## src/rtl/imm_pkg.sv

```systemverilog
// imm_pkg: opcodes, immediate kinds and the decoded-entry record shared by the decode stage.
package imm_pkg;
    localparam logic [6:0] OP_LOAD   = 7'b0000011;
    localparam logic [6:0] OP_FENCE  = 7'b0001111;
    localparam logic [6:0] OP_OPIMM  = 7'b0010011;
    localparam logic [6:0] OP_AUIPC  = 7'b0010111;
    localparam logic [6:0] OP_STORE  = 7'b0100011;
    localparam logic [6:0] OP_OP     = 7'b0110011;
    localparam logic [6:0] OP_LUI    = 7'b0110111;
    localparam logic [6:0] OP_BRANCH = 7'b1100011;
    localparam logic [6:0] OP_JALR   = 7'b1100111;
    localparam logic [6:0] OP_JAL    = 7'b1101111;
    localparam logic [6:0] OP_SYSTEM = 7'b1110011;

    typedef enum logic [2:0] {IMM_NONE, IMM_I, IMM_S, IMM_B, IMM_U, IMM_J, IMM_C} imm_type_e;

    // Datapath fields are held at the widest legal XLEN; the stage keeps the low XLEN bits.
    typedef struct packed {
        logic [63:0] imm;
        imm_type_e   imm_type;
        logic [63:0] target;
        logic        illegal;
        logic [31:0] inst;
        logic [63:0] pc;
    } entry_t;
endpackage

```

## src/rtl/imm_extract.sv

```systemverilog
// imm_extract: combinational immediate/target decode of one instruction.
// Compressed immediates are decoded only when RVC_IMM_EN is defined.
module imm_extract import imm_pkg::*; #(
    parameter int XLEN = 32
) (
    input  logic [31:0]     inst,
    input  logic [XLEN-1:0] pc,
    output entry_t          e
);
    logic [63:0] imm;
    imm_type_e   t;
    logic        ill;
    logic        tgt;

    always_comb begin
        imm = '0;
        t   = IMM_NONE;
        ill = 1'b0;
        tgt = 1'b0;
        if (inst[1:0] != 2'b11) begin
`ifdef RVC_IMM_EN
            t = IMM_C;
            case ({inst[15:13], inst[1:0]})
                5'b000_01, 5'b010_01: imm = {{58{inst[12]}}, inst[12], inst[6:2]};
                5'b011_01: imm = {{46{inst[12]}}, inst[12], inst[6:2], 12'b0};
                5'b010_00, 5'b110_00: imm = {57'b0, inst[5], inst[12:10], inst[6], 2'b0};
                5'b001_01, 5'b101_01: begin
                    imm = {{52{inst[12]}}, inst[12], inst[8], inst[10:9], inst[6], inst[7],
                           inst[2], inst[11], inst[5:3], 1'b0};
                    tgt = 1'b1;
                end
                5'b110_01, 5'b111_01: begin
                    imm = {{55{inst[12]}}, inst[12], inst[6:5], inst[2], inst[11:10], inst[4:3], 1'b0};
                    tgt = 1'b1;
                end
                default: begin
                    t   = IMM_NONE;
                    ill = 1'b1;
                end
            endcase
`else
            ill = 1'b1;
`endif
        end else begin
            case (inst[6:0])
                OP_LOAD, OP_OPIMM, OP_JALR: begin
                    t   = IMM_I;
                    imm = {{52{inst[31]}}, inst[31:20]};
                end
                OP_STORE: begin
                    t   = IMM_S;
                    imm = {{52{inst[31]}}, inst[31:25], inst[11:7]};
                end
                OP_BRANCH: begin
                    t   = IMM_B;
                    imm = {{51{inst[31]}}, inst[31], inst[7], inst[30:25], inst[11:8], 1'b0};
                    tgt = 1'b1;
                end
                OP_LUI, OP_AUIPC: begin
                    t   = IMM_U;
                    imm = {{32{inst[31]}}, inst[31:12], 12'b0};
                    tgt = inst[6:0] == OP_AUIPC;
                end
                OP_JAL: begin
                    t   = IMM_J;
                    imm = {{43{inst[31]}}, inst[31], inst[19:12], inst[20], inst[30:21], 1'b0};
                    tgt = 1'b1;
                end
                OP_OP, OP_SYSTEM, OP_FENCE: ;
                default: ill = 1'b1;
            endcase
        end
    end

    assign e = '{imm: imm, imm_type: t, target: tgt ? 64'(pc) + imm : '0,
                 illegal: ill, inst: inst, pc: 64'(pc)};
endmodule

```

## src/rtl/imm_decode_stage.sv

```systemverilog
// imm_decode_stage: registered immediate decode with a 2-entry skid buffer on valid/ready.
// Optional RVC_IMM_EN enables compressed-immediate decode.
module imm_decode_stage import imm_pkg::*; #(
    parameter int XLEN  = 32,
    parameter int CNT_W = 16
) (
    input  logic             clk,
    input  logic             rst_n,
    input  logic             in_valid,
    output logic             in_ready,
    input  logic [31:0]      in_inst,
    input  logic [XLEN-1:0]  in_pc,
    output logic             out_valid,
    input  logic             out_ready,
    output logic [XLEN-1:0]  out_imm,
    output logic [2:0]       out_type,
    output logic [XLEN-1:0]  out_target,
    output logic             out_illegal,
    output logic [31:0]      out_inst,
    output logic [XLEN-1:0]  out_pc,
    output logic [CNT_W-1:0] dec_count
);
    entry_t in_e, out_q, skid_q;
    logic   out_v, skid_v, accept, drain;

    imm_extract #(.XLEN(XLEN)) u_extract (.inst(in_inst), .pc(in_pc), .e(in_e));

    assign accept = in_valid & ~skid_v;
    assign drain  = ~out_v | out_ready;

    // The skid only fills while the output is stalled, so it never coexists with an accept.
    always_ff @(posedge clk or negedge rst_n) begin
        if (!rst_n) begin
            out_q     <= '0;
            skid_q    <= '0;
            out_v     <= 1'b0;
            skid_v    <= 1'b0;
            dec_count <= '0;
        end else begin
            if (out_v && out_ready) dec_count <= dec_count + CNT_W'(1);
            if (drain) begin
                if (skid_v) begin
                    out_q  <= skid_q;
                    out_v  <= 1'b1;
                    skid_v <= 1'b0;
                end else begin
                    out_v <= accept;
                    if (accept) out_q <= in_e;
                end
            end else if (accept) begin
                skid_q <= in_e;
                skid_v <= 1'b1;
            end
        end
    end

    assign in_ready    = ~skid_v;
    assign out_valid   = out_v;
    assign out_imm     = out_q.imm[XLEN-1:0];
    assign out_type    = out_q.imm_type;
    assign out_target  = out_q.target[XLEN-1:0];
    assign out_illegal = out_q.illegal;
    assign out_inst    = out_q.inst;
    assign out_pc      = out_q.pc[XLEN-1:0];

    if (XLEN < 64) begin : g_narrow
        logic unused_hi;
        assign unused_hi = ^{out_q.imm[63:XLEN], out_q.target[63:XLEN], out_q.pc[63:XLEN]};
    end
endmodule
```

## config.mk

```make
export PLATFORM = sky130hd
export DESIGN_NAME = imm_decode_stage
export DESIGN_NICKNAME = d
export VERILOG_FILES = /design/src/rtl/imm_pkg.sv /design/src/rtl/imm_extract.sv /design/src/rtl/imm_decode_stage.sv
export SDC_FILE = /design/constraint.sdc
export NUM_CORES = 1
export LEC_CHECK = 0
export CAP_MARGIN = 20
export CORE_UTILIZATION = 59
export CTS_CLUSTER_DIAMETER = 50
export DETAILED_ROUTE_END_ITERATION = 6
export PLACE_DENSITY = 0.83
export SLEW_MARGIN = 15
export SYNTH_ARGS = -nofsm -noshare
export SYNTH_HDL_FRONTEND = slang
export SYNTH_SLANG_ARGS = --single-unit
```

## constraint.sdc

```tcl
create_clock -name clk -period 3.74 [get_ports clk]
set_clock_uncertainty 0.2 [all_clocks]
set_input_delay 0.748 -clock clk [delete_from_list [all_inputs] [get_ports clk]]
set_output_delay 0.748 -clock clk [all_outputs]
set_load 0.05 [all_outputs]
```

==> results by group <==
Outcome
  • Result of the run: finished clean

Routing
  • Post-DRT Antenna Nets: 0
  • Vias: 13,300
  • Average detailed-routed wire length per instance: 20.4 µm
  • DR pass1 iterations: 6
  • Via count normalized by instance count: 5.90
  • Final Routed Wirelength: 45,800 µm
  • DR DRC count: 0
  • Number of DRC markers in iteration 0: 1,129

Clock network
  • CTS buffer count: 30
  • Maximum level of the CTS H-tree: 1
  • Clock latency on the worst-skew pair: 0.56 ns
  • Clock sink total: 282
  • Master cell of the clock root buffer: sky130_fd_sc_hd__clkbuf_16
  • Clock slew seen by the registers of the worst setup and hold paths: 0.06 ns
  • TritonCTS clock tree: done
  • Deepest clock path buffer count: 3

Synth
  • Ranking of synthesized cells by instance count: 452 x sky130_fd_sc_hd__nand2_1, 282 x sky130_fd_sc_hd__dfrtp_1, 164 x sky130_fd_sc_hd__o21ai_0
  • Share of the synthesized area in the top cell type: 0.506
  • Cells taking the most area after synthesis: sky130_fd_sc_hd__dfrtp_1 51%, sky130_fd_sc_hd__nand2_1 12%, sky130_fd_sc_hd__o21ai_0 5.9%
  • Number of flops mapped to enable cells by yosys: 0
  • Count of yosys warnings during synthesis: 0
  • Count of unique library cells instantiated by Yosys: 75
  • Mapped Cells: 1,548
  • Cell type contributing the most total cell area after synthesis: sky130_fd_sc_hd__dfrtp_1
  • Most frequent cell after synthesis: sky130_fd_sc_hd__nand2_1
  • Top_reg_cell synth: sky130_fd_sc_hd__dfrtp_1
  • Proportion of synthesized chip area in sequential cells: 0.506
  • Net Count, Synth: 1,649
  • Post-synth ARST share: 1.00
  • Post-synthesis instance area: 13,900 µm²
  • Average footprint of a synthesized cell: 9.01 µm²
  • Total of flip-flops plus latches after synthesis: 282

Floorplanning
  • Total core area: 22,900 µm²
  • Starting density of the core: 0.609
  • Die outline height: 156 µm
  • Die area: 24,300 µm²
  • DIE WIDTH: 156 µm
  • Core Rows: 55
  • I/O Pins: 218

Place
  • Detailed Place HPWL: 31,000 µm
  • Input/output buffers: 217
  • RD Place Congestion: 0.946
  • Worst slack at placement: -0.982 ns

Global routing
  • Total global-route track usage: 0.381
  • Overflow after GRT: 0
  • Maximum number of pins on one net before global-route repair: 167
  • Vias in the first global route: 13,100
  • Initial antenna violation count: 1
  • First-pass GRT wire length: 71,500 µm

STA
  • Final setup violating endpoints: 0
  • Worst relative slew slack: 0.301
  • Number of slew-limit violations in the final report: 0
  • Slew at the pin closest to its max-slew limit: 1.05 ns
  • Post-layout minimum cycle time: 3.67 ns
  • Fin Setup TNS: 0 ns
  • Hold violation count in the final report: 0
  • Least setup slack across all paths after layout: 0.0722 ns
  • Setup repair after global routing missed its margin: true
  • Period Utilization, post-route: 0.981
  • Highest Clock Rate: 273 MHz

Critical path
  • Number of buffers and inverters on the critical path: 2
  • Cells along the critical path: buf_4 > and3b_2 > a22oi_2 > nor2_4 > or2_4 > and2_4 > a21o_1 > ha_1 > buf_4 > nand2_1 > o21a_1 > o21ai_0 > a211oi_4 > nor4bb_2 > a211oi_2 > o21ai_1
  • Crit path max-delay family: compound AO/OA/AOI/OAI gates
  • Worst setup SP type: primary input
  • Crit Path Class: in -> reg
  • Worst-path maximum fanout: 8
  • Data required time at the worst endpoint: 3.97 ns
  • Worst Setup End Kind: register
  • Stage delay of the slowest cell on the critical path: 0.38 ns
  • Cell at the slowest stage of the critical path: sky130_fd_sc_hd__a211oi_4
  • Most used cell along the critical path: sky130_fd_sc_hd__buf_4
  • Arrival time of data at the critical path endpoint: 3.89 ns

Pwr
  • Max VDD drop: 0.590 mV
  • Static leakage: 9.25 nW
  • Cell Pwr Density: 486 nW/µm²

Run
  • Max-capacitance violation count: 0

Final layout
  • Area occupied by registers: 7060 µm²
  • Proportion of layout cells with a drive suffix above 1: 0.201
  • Layout fillers: 1,297
  • Area taken by multi-input logic gates: 6950 µm²
  • Layout area overhead: 40.9%
  • Final net count: 2,014
  • Post-layout util: 0.857

Hold path
  • Worst min-delay path category: in -> async
[worst paths after layout]
check / startpoint / to / slack [ns] / cells past startpoint
max in group asynchronous: rst_n / skid_q[23] / 2.38 / 2
min in group clk: skid_q[82] / skid_q[82] / 0.28 / 2
worst min register to register: skid_q[82] / skid_q[82] / 0.28 / 2
worst max-delay path: in_inst[5] / skid_q[125] / 0.07 / 16
worst min-delay path: rst_n / skid_q[166] / 0.004 / 1
worst max register to register: skid_v / out_target[25] / 1.14 / 6
[repair_timing]
item                       in CTS  in global routing
cloned                          0                  1
buffers inserted                5                  9
hold buffers                    0                  0
gates resized for setup        47                 62
hold endpoints to repair        0                  0
pin swaps                      10                 20
setup endpoints to repair      43                 36
[final cells by class]
cell class / instances / share of cell area
Antenna cell: 1 / 0.000127
Tap cell: 313 / 0.0199
Inverter: 30 / 0.00573
Timing Repair Buffer: 433 / 0.204
Multi-Input combinational cell: 1136 / 0.354
Sequential cell: 282 / 0.359
Clock buffer: 41 / 0.0445
Clock inverter: 14 / 0.0122
[sequential cells by signal, indices dropped and copies added (netlist names)]
name         flops
out_pc          32
skid_v           1
out_valid        1
out_target      32
out_imm         32
out_illegal      1
out_inst        32
skid_q         132
out_type         3
dec_count       16
[per-stage QoR]
step | instance area (µm²) | hold slack (ns) | power [mW] | cells
floorplan | 14200 | 0.241 | 5.16 | 1548
global placement | 18000 | 0.252 | 6.11 | 2180
detailed placement | 18000 | 0.262 | 6.18 | 2181
CTS | 19300 | 0.0310 | 9.52 | 2241
global route | 19600 | 0.0507 | 9.86 | 2250
finish | 19600 | 0.00411 | 9.55 | 2250
[layer usage]
layer | global-route usage | vias up | routed length, µm
met3 | 0.0803 | 122 | 3990
met4 | 0.124 | 0 | 1590
met2 | 0.618 | 676 | 21500
met5 | 0 | - | 0
met1 | 0.514 | 6475 | 18700
li1 | - | 5995 | -
[cells in the final DEF, fill, tap and decap left out, types with 29 or more instances in the layout]
cell type,instances
sky130_fd_sc_hd__a21oi_1,63
sky130_fd_sc_hd__buf_4,196
sky130_fd_sc_hd__clkbuf_16,31
sky130_fd_sc_hd__clkdlybuf4s50_1,208
sky130_fd_sc_hd__dfrtp_1,281
sky130_fd_sc_hd__mux2i_1,78
sky130_fd_sc_hd__nand2_1,450
sky130_fd_sc_hd__nor2_1,52
sky130_fd_sc_hd__o21ai_0,145
sky130_fd_sc_hd__o21ai_1,29
sky130_fd_sc_hd__xnor2_1,29
[report_power, final]
group	internal (mW)	total, mW	switching [mW]
logic	0.890	2.55	1.66
registers	3.43	3.70	0.262
clock network	2.05	3.31	1.26
total	6.37	9.55	3.17
[kinds of logic after synthesis]
family                   share of synthesized area
AND/OR/NAND/NOR                              0.178
AO/OA/AOI/OAI                                0.164
flip-flops                                   0.506
buffers and inverters                       0.0381
multiplexers                                0.0568
XOR/XNOR                                    0.0270
adder cells (fa/ha/maj)                     0.0301
Note: power is estimated with default switching activity, not from simulation.
==> RTL change (config.mk and constraints unchanged) <==
`XLEN` is set to 32 in 2 places; all go to 48.
--- a/src/rtl/imm_extract.sv
+++ b/src/rtl/imm_extract.sv
@@ -1,7 +1,7 @@
 // imm_extract: combinational immediate/target decode of one instruction.
 // Compressed immediates are decoded only when RVC_IMM_EN is defined.
 module imm_extract import imm_pkg::*; #(
-    parameter int XLEN = 32
+    parameter int XLEN = 48
 ) (
     input  logic [31:0]     inst,
     input  logic [XLEN-1:0] pc,
--- a/src/rtl/imm_decode_stage.sv
+++ b/src/rtl/imm_decode_stage.sv
@@ -1,7 +1,7 @@
 // imm_decode_stage: registered immediate decode with a 2-entry skid buffer on valid/ready.
 // Optional RVC_IMM_EN enables compressed-immediate decode.
 module imm_decode_stage import imm_pkg::*; #(
-    parameter int XLEN  = 32,
+    parameter int XLEN  = 48,
     parameter int CNT_W = 16
 ) (
     input  logic             clk,
Ports: changed (resized in_pc, out_imm, out_pc and out_target); port bits go from 218 to 282. The function was not compared with the original's and may differ.
==> RTL change against the unedited design <==
The run now ends with design-rule violations, negative setup slack left. Non-clock buffer count grew 197. Wire length rose by 46%. Setup slack got worse by 0.78 ns. Final area up 32%. Combinational power rose by 31%. Synthesized area increased by 26%. Power rose by 22%. Sequential power increased by 23%. Via count is 39% higher. Critical path depth increased by 5. Sequential cell count increased by 64. Critical endpoint is now skid_q[142]$_DFFE_PN0P_. Largest cell class is now multi-input gates.
==> RTL change: results (changes against the unedited design) <==
DP Cell Count: 2,789 (was 2,181)
Final GP Congestion: 0.905 (was 0.946)
Critical path capture point: skid_q[142]$_DFFE_PN0P_ (was skid_q[125]$_DFFE_PN0P_)
Clk_buf instances: 57 (was 41)
VDD IR max: 504 uV (was 590 uV)
Compound-Gate Fraction of Synth Area: 16.9% (was 16.4%)
Status: complete, but fails checks (was finished, final reports clean)
Final Instance Area: 26,000 um2 (was 19,600 um2)
WL met3: 6.76 mm (was 3.99 mm)
Synth top cells by count: nand2_1 (548), dfrtp_1 (346), o21ai_0 (228) (was nand2_1 (452), dfrtp_1 (282), o21ai_0 (164))
Clock Network Area Fraction: 4.78% (was 5.67%)
Global Route Usage Sum: 40.5% (was 38.1%)
DRC: 15 (was 0)
Worst-margin pin slew: 1.02 ns (was 1.05 ns)
Inverters: 41 (was 30)
Area contributors post-synth: dfrtp_1 (49%), nand2_1 (12%), o21ai_0 (6.5%) (was dfrtp_1 (51%), nand2_1 (12%), o21ai_0 (5.9%))
Clk_lat worst skew: 0.54 ns (was 0.56 ns)
PortBufs: 281 (was 217)
Buffer count from post-CTS setup fixing: 43 (was 5)
Worst slack, placed: -1.49 ns (was -0.982 ns)
Vias: 18,476 (was 13,268)
Worst-path maximum fanout: 4 (was 8)
Tapcell count: 384 (was 313)
Number of flip-flops under the largest register name: 164 (was 132)
First DRT Iteration DRCs: 2,172 (was 1,129)
FILL cells: 1,221 (was 1,297)
Post-Synth Adder-Cell Area: 3.54% (was 3.01%)
Failing checks: design-rule violations, negative setup slack
FF-to-FF End: out_target[28]$_DFFE_PN0P_ (was out_target[25]$_DFFE_PN0P_)
Share of cells above drive strength 1: 26.3% (was 20.1%)
R2R setup slack: 1.19 ns (was 1.14 ns)
Post-DP Area: 22,800 um2 (was 18,000 um2)
Sequential portion of the cell area: 33.3% (was 35.9%)
Final setup fails: 72 (was 0)
PnR worst setup slack: -0.710 ns (was 0.0722 ns)
Post-Syn Instances: 1,990 (was 1,548)
Routed len/inst: 22.8 um (was 20.4 um)
ANT cells: 0 (was 1)
Critical path's slowest cell: o21ai_2 (was a211oi_4)
Post-synth top area share: 49.4% (was 50.6%)
Final wirelength: 66.8 mm (was 45.8 mm)
Setup TNS: -24.06 ns (was 0 ns)
#MultiIn Comb: 1,464 (was 1,136)
Initial DRT Pass Iterations: 7 (was 6)
RTL change: critical path, delay by kind of cell:
| kind | cells | cell delay [ns] |
|---|---|---|
| AO/OA/AOI/OAI | 10 | 2.09 |
| AND/OR/NAND/NOR | 5 | 0.88 |
| buffers and inverters | 4 | 0.51 |
| XOR/XNOR | 1 | 0.21 |
| adder cells (fa/ha/maj) | 1 | 0.19 |
RTL change: power breakdown:
part	total [mW]	switching (mW)	internal [mW]	leakage [nW]
logic	3.33	2.16	1.17	7.01
registers	4.55	0.341	4.21	4.52
clock network	3.76	1.57	2.19	0.613
RTL change: cells by family after synthesis:
logic type                 count (synthesis)
AOI/OAI and AO/OA                        497
buffers and inverters                    181
and+or+nand+nor                          768
adders and majority gates                 49
DFF                                      346
muxes                                     86
xor gates and xnor gates                  63
RTL change: per-layer routing:
metal	up-vias	GRT usage, %
met5	-	0
met4	2	19.7
met3	410	7.41
met2	1400	64.6
met1	8865	53.4
li1	7799	-
